### src/rtl/lcd_timing_gen.sv
// ---------------------------------------------------------------------------
// lcd_timing_gen
//   Timing generator for a parallel-RGB LCD panel. It divides clk down to a
//   pixel clock-enable, walks the H/V raster and produces registered sync,
//   display-enable and pixel coordinates. Scanning starts and stops only on
//   frame boundaries, so the panel never sees a partial frame. A free-running
//   PWM drives the backlight while the display is running.
//
// Ports
//   clk              system clock
//   reset_n          asynchronous active-low reset
//   enable           1 = run display, 0 = stop at the end of the current frame
//   backlight_level  backlight duty in 1/2^PWM_WIDTH units
//   pixel_ce         one-clk strobe every CLK_DIV clks (pixel advance)
//   hsync_n          horizontal sync, active low
//   vsync_n          vertical sync, active low
//   display_enable   pixel data valid
//   x, y             current horizontal / vertical count
//   line_start       one-clk pulse when h becomes 0 while running
//   frame_start      one-clk pulse when (h,v) becomes (0,0) while running
//   running          high while scanning (including the draining last frame)
//   backlight        PWM backlight drive
// ---------------------------------------------------------------------------
module lcd_timing_gen #(
  parameter int CLK_DIV   = 5,
  parameter int H_ACTIVE  = 480,
  parameter int H_FRONT   = 5,
  parameter int H_SYNC    = 1,
  parameter int H_BACK    = 39,
  parameter int V_ACTIVE  = 272,
  parameter int V_FRONT   = 8,
  parameter int V_SYNC    = 1,
  parameter int V_BACK    = 7,
  parameter int X_WIDTH   = 10,
  parameter int Y_WIDTH   = 9,
  parameter int PWM_WIDTH = 8
) (
  input  logic                 clk,
  input  logic                 reset_n,
  input  logic                 enable,
  input  logic [PWM_WIDTH-1:0] backlight_level,
  output logic                 pixel_ce,
  output logic                 hsync_n,
  output logic                 vsync_n,
  output logic                 display_enable,
  output logic [X_WIDTH-1:0]   x,
  output logic [Y_WIDTH-1:0]   y,
  output logic                 line_start,
  output logic                 frame_start,
  output logic                 running,
  output logic                 backlight
);

  localparam int H_TOTAL = H_ACTIVE + H_FRONT + H_SYNC + H_BACK;
  localparam int V_TOTAL = V_ACTIVE + V_FRONT + V_SYNC + V_BACK;
  localparam int DIV_W   = (CLK_DIV > 1) ? $clog2(CLK_DIV) : 1;

  localparam logic [DIV_W-1:0]   DIV_LAST = DIV_W'(CLK_DIV - 1);
  localparam logic [X_WIDTH-1:0] H_LAST   = X_WIDTH'(H_TOTAL - 1);
  localparam logic [X_WIDTH-1:0] H_ACT    = X_WIDTH'(H_ACTIVE);
  localparam logic [X_WIDTH-1:0] HS_START = X_WIDTH'(H_ACTIVE + H_FRONT);
  localparam logic [X_WIDTH-1:0] HS_END   = X_WIDTH'(H_ACTIVE + H_FRONT + H_SYNC);
  localparam logic [Y_WIDTH-1:0] V_LAST   = Y_WIDTH'(V_TOTAL - 1);
  localparam logic [Y_WIDTH-1:0] V_ACT    = Y_WIDTH'(V_ACTIVE);
  localparam logic [Y_WIDTH-1:0] VS_START = Y_WIDTH'(V_ACTIVE + V_FRONT);
  localparam logic [Y_WIDTH-1:0] VS_END   = Y_WIDTH'(V_ACTIVE + V_FRONT + V_SYNC);

  typedef enum logic [1:0] {
    ST_IDLE     = 2'd0,
    ST_RUN      = 2'd1,
    ST_STOPPING = 2'd2
  } state_e;

  state_e               state_q, state_d;
  logic [DIV_W-1:0]     div_q, div_d;
  logic                 pixel_ce_q, pixel_ce_d;
  logic [X_WIDTH-1:0]   h_q, h_d, h_step;
  logic [Y_WIDTH-1:0]   v_q, v_d, v_step;
  logic                 running_q, running_d;
  logic                 de_q, de_d;
  logic                 hsync_n_q, hsync_n_d;
  logic                 vsync_n_q, vsync_n_d;
  logic                 line_start_q, line_start_d;
  logic                 frame_start_q, frame_start_d;
  logic [PWM_WIDTH-1:0] pcnt_q, pcnt_d;
  logic [PWM_WIDTH-1:0] lvl_q, lvl_d;
  logic                 backlight_q, backlight_d;
  logic                 frame_end;
  logic                 vs_after_start, vs_before_end;

  always_comb begin
    // Pixel clock-enable: registered so it is glitch-free and aligned with
    // the counter updates it gates.
    div_d      = (div_q == DIV_LAST) ? '0 : div_q + DIV_W'(1);
    pixel_ce_d = (div_q == DIV_LAST);

    h_step    = (h_q == H_LAST) ? '0 : h_q + X_WIDTH'(1);
    v_step    = v_q;
    if (h_q == H_LAST) begin
      v_step = (v_q == V_LAST) ? '0 : v_q + Y_WIDTH'(1);
    end
    frame_end = (h_q == H_LAST) && (v_q == V_LAST);

    state_d = state_q;
    h_d     = h_q;
    v_d     = v_q;
    case (state_q)
      ST_IDLE: begin
        h_d = '0;
        v_d = '0;
        // Entering RUN on a pixel strobe makes (0,0) the first counted pixel.
        if (enable && pixel_ce_q) begin
          state_d = ST_RUN;
        end
      end
      ST_RUN: begin
        if (pixel_ce_q) begin
          h_d = h_step;
          v_d = v_step;
        end
        if (!enable) begin
          state_d = ST_STOPPING;
        end
      end
      ST_STOPPING: begin
        if (enable) begin
          state_d = ST_RUN;
          if (pixel_ce_q) begin
            h_d = h_step;
            v_d = v_step;
          end
        end else if (pixel_ce_q) begin
          // Keep scanning until the last pixel of the frame has been shown.
          if (frame_end) begin
            state_d = ST_IDLE;
            h_d     = '0;
            v_d     = '0;
          end else begin
            h_d = h_step;
            v_d = v_step;
          end
        end
      end
      default: begin
        state_d = ST_IDLE;
        h_d     = '0;
        v_d     = '0;
      end
    endcase

    // Outputs are decoded from the next-state counters so the registered
    // outputs line up with x/y in the same clk.
    running_d = (state_d != ST_IDLE);
    de_d      = running_d && (h_d < H_ACT) && (v_d < V_ACT);
    hsync_n_d = !(running_d && (h_d >= HS_START) && (h_d < HS_END));

    // vsync edges are placed on hsync falling edges, so the sync window is a
    // range of raster positions rather than a range of whole lines.
    vs_after_start = (v_d > VS_START) || ((v_d == VS_START) && (h_d >= HS_START));
    vs_before_end  = (v_d < VS_END)   || ((v_d == VS_END)   && (h_d <  HS_START));
    vsync_n_d      = !(running_d && vs_after_start && vs_before_end);

    line_start_d  = pixel_ce_q && running_d && (h_d == '0);
    frame_start_d = pixel_ce_q && running_d && (h_d == '0) && (v_d == '0);

    // Backlight PWM: the level is only picked up at the period wrap so a
    // mid-period change never produces a runt pulse.
    pcnt_d      = pcnt_q + PWM_WIDTH'(1);
    lvl_d       = (pcnt_q == '1) ? backlight_level : lvl_q;
    backlight_d = running_d && ((lvl_d == '1) || (pcnt_d < lvl_d));
  end

  always_ff @(posedge clk or negedge reset_n) begin
    if (!reset_n) begin
      state_q       <= ST_IDLE;
      div_q         <= '0;
      pixel_ce_q    <= 1'b0;
      h_q           <= '0;
      v_q           <= '0;
      running_q     <= 1'b0;
      de_q          <= 1'b0;
      hsync_n_q     <= 1'b1;
      vsync_n_q     <= 1'b1;
      line_start_q  <= 1'b0;
      frame_start_q <= 1'b0;
      pcnt_q        <= '0;
      lvl_q         <= '0;
      backlight_q   <= 1'b0;
    end else begin
      state_q       <= state_d;
      div_q         <= div_d;
      pixel_ce_q    <= pixel_ce_d;
      h_q           <= h_d;
      v_q           <= v_d;
      running_q     <= running_d;
      de_q          <= de_d;
      hsync_n_q     <= hsync_n_d;
      vsync_n_q     <= vsync_n_d;
      line_start_q  <= line_start_d;
      frame_start_q <= frame_start_d;
      pcnt_q        <= pcnt_d;
      lvl_q         <= lvl_d;
      backlight_q   <= backlight_d;
    end
  end

  assign pixel_ce       = pixel_ce_q;
  assign hsync_n        = hsync_n_q;
  assign vsync_n        = vsync_n_q;
  assign display_enable = de_q;
  assign x              = h_q;
  assign y              = v_q;
  assign line_start     = line_start_q;
  assign frame_start    = frame_start_q;
  assign running        = running_q;
  assign backlight      = backlight_q;

endmodule

### config.mk
export PLATFORM = sky130hd
export DESIGN_NAME = lcd_timing_gen
export DESIGN_NICKNAME = d
export VERILOG_FILES = /design/src/rtl/lcd_timing_gen.sv
export SDC_FILE = /design/constraint.sdc
export NUM_CORES = 1
export LEC_CHECK = 0
export CAP_MARGIN = 10
export CORE_ASPECT_RATIO = 1.1
export CORE_MARGIN = 5
export CORE_UTILIZATION = 30
export DETAILED_ROUTE_END_ITERATION = 6
export PLACE_DENSITY_LB_ADDON = 0.3
export SLEW_MARGIN = 20
export SYNTH_ARGS = -nofsm -noshare
export SYNTH_HDL_FRONTEND = slang
export SYNTH_SLANG_ARGS = --single-unit
### constraint.sdc
create_clock -name clk -period 7.45 [get_ports clk]
set_input_delay 0.745 -clock clk [delete_from_list [all_inputs] [get_ports clk]]
set_output_delay 0.745 -clock clk [all_outputs]
set_load 0.05 [all_outputs]
==> results.cfg <==
[power_and_ir_drop]
p_leak_nw = 1.439
switching_power_mw = 0.1806
combPwrFrac = 0.214
internal_power_mw = 0.4523
pwr-share-clk = 0.347
netSwitchingFraction = 0.2853
peakVddDrop_v = 0.00006879
pwr-share-seq = 0.439
power_density_nw_per_um2 = 188.4

[sta]
clock_skew_ns = 0.01152
finalHoldViolCount = 0
setup_violations = 0
finalWorstSetupSlack_ns = 4.518
slew_violations = 0
slew_headroom = 0.4762
tightest_slew_ns = 0.7774
rsz0062_at_grt = false
finalCriticalPeriod_ns = 2.932
finalCritPeriodShare = 0.3935
tns_ns = 0
clock.fmax_mhz = 341.1

[clock_network]
cts-root-buf = clkbuf_8
post_cts_buffers = 0
cts_resized = 0
tritoncts = built
cts_buffers = 5
cts.hold.buffers_added = 0
clk_pin_slew_ns = 0.08
cts_htree_levels = 2
clk_latency_ns = 0.30
clk_path_buf_depth = 2
clkSinkCount = 48

[final_layout]
layout.area.seq_um2 = 1204
area_delta_synth_final_pct = 22.78
num-fill-cells = 884
nNetsFinal = 343
finish.utilization = 0.3785
antennaDiodeCount = 0
drive_gt1_frac = 0.06962
finalInstanceArea_um2 = 3358
multiInputGateArea_um2 = 1420

[route]
post-route-drc-count = 0
routed_via_density = 5.049
wl_per_cell_um = 14.80
vias = 2171
firstDrtPassIters = 4
drt_iter0_markers = 81
postRouteAntennaNets = 0
wirelength_um = 6363

[place]
dpl_worst_slack_ns = 4.530
place_area_um2 = 3226
place.gp.congestion = 0.9190
portBuffers = 37
dp_hpwl_um = 4831

[setup_path]
cp.required_ns = 7.65
critPathKind = flip-flop to flip-flop
start_kind = flip-flop
end_kind = flip-flop
arrival_ns = 3.13
crit_path_max_fanout = 8

[global_routing]
antenna_found_initial = 0
grt_pass1_vias = 2233
grt_pass1_wl_um = 10740
grt_usage = 0.1199
grt_overflow = 0
grt_max_degree = 49

[logic_synthesis]
synth_edf_count = 0
synth_area_um2 = 2735
yosysSeqAreaShare = 0.4401
synthesis.nets = 304
async_reset_ff_frac = 1.000
dominantRegCellSynth = dfrtp_1
yosysWarnings = 0
yosysUniqueCellTypes = 52
synth.largest_area_cell = dfrtp_1
postSynthCellCount = 276
synth_top_area_frac = 0.4209
ys_ff_latch = 48
synth_area_leaders = dfrtp_1 (42%), ha_1 (7.8%), xnor2_1 (3.5%)
synth.avg_cell_area_um2 = 9.910

[floorplanning]
dieArea_um2 = 11130
die_y_um = 110.1
start_util = 0.3082
row_count = 36
die_w_um = 101.0
num_io_pins = 38
coreArea_um2 = 8874

[run]
drv_cap = 0

[worst_hold_path]
worstHoldPathType = flip-flop to flip-flop

[run_status]
outcome = completed
## critical path: stages, from the launching register on
cell and delay, ns:
dfrtp_1 0.47, inv_1 0.12, ha_1 0.14, or4b_1 0.56, or3_4 0.47, or4_4 0.53
a21o_1 0.21, nor4_2 0.23, nand4_1 0.12
## power by group through the flow
stage | registers [mW] | clock network [mW] | logic, mW
floorplan | 0.300 | 0 | 0.0716
global placement | 0.282 | 0 | 0.137
detailed placement | 0.283 | 0 | 0.138
CTS | 0.278 | 0.230 | 0.138
global route | 0.279 | 0.238 | 0.151
finish | 0.278 | 0.220 | 0.136
## cells by family (layout without fill, tap and decap cells)
kind of cell | count (synthesis) | count (layout) | synth area share
DFF | 48 | 48 | 0.4401
xor gates and xnor gates | 20 | 20 | 0.06404
adders and majority gates | 17 | 17 | 0.07777
muxes | 11 | 11 | 0.04117
and+or+nand+nor | 99 | 99 | 0.1981
AOI/OAI and AO/OA | 54 | 54 | 0.1381
buffers and inverters | 27 | 67 | 0.04071
## per-stage QoR
stage          total power [mW]  hold slack [ns]  std cells
2_1_floorplan            0.3716           0.4291        276
3_3_place_gp             0.4193           0.4513        422
4_1_cts                  0.6459           0.4794        430
5_1_grt                  0.6679           0.5057        430
6_report                 0.6328           0.4724        430
3_5_place_dp             0.4208           0.4652        422
## final timing paths
| check | startpoint | to | slack, ns | cells after the start |
|---|---|---|---|---|
| min reg2reg | div_q[0] | div_q[0] | 0.47 | 1 |
| min | div_q[0] | div_q[0] | 0.47 | 1 |
| max in group asynchronous | reset_n | x[5] | 6.49 | 2 |
| min in group asynchronous | reset_n | lvl_q[0] | 0.54 | 2 |
| max reg2reg | x[0] | vsync_n | 4.52 | 8 |
| max | x[0] | vsync_n | 4.52 | 8 |
## layout make-up
class	count	area share
clock buffer	6	0.02161
clock inverter	2	0.01788
inverter	19	0.02124
multi-input combinational	201	0.4229
sequential	48	0.3584
tap	114	0.04247
timing repair buffer	40	0.1155
## synth_stat cells (all sizes together) (3+ instances only)
cell type	instances
a211oi	3
a21o	3
a21oi	11
a31oi	4
and3	6
and4	5
buf	4
clkbuf	4
dfrtp	46
ha	17
inv	19
mux2i	9
nand2	15
nand3	13
nand4	11
nor2	21
nor3	9
nor4	5
o21a	4
o21ai	8
o21ba	3
o31ai	3
or3	4
xnor2	11
xor2	9
## state kept, by name, indices dropped and copies added (netlist names)
name,count
running,1
y,9
display_enable,1
backlight,1
pixel_ce,1
pcnt_q,8
line_start,1
div_q,3
frame_start,1
hsync_n,1
vsync_n,1
x,10
state_q,2
lvl_q,8
## layer usage
layer  GRT usage  share of wire
met1      0.1557           0.45
met2      0.2028           0.48
met3     0.02895          0.059
met4     0.02564         0.0099
met5           0              0
## placed cells by master, fill, tap and decap left out, drive strengths merged, types with 5 or more instances in the layout
master / count
a21oi: 11
and3: 6
and4: 5
clkbuf: 6
clkdlybuf4s50: 36
dfrtp: 46
ha: 17
inv: 19
mux2i: 9
nand2: 15
nand3: 13
nand4: 11
nor2: 21
nor3: 9
nor4: 5
o21ai: 8
xnor2: 11
xor2: 9
(Power assumes the default switching activity.)
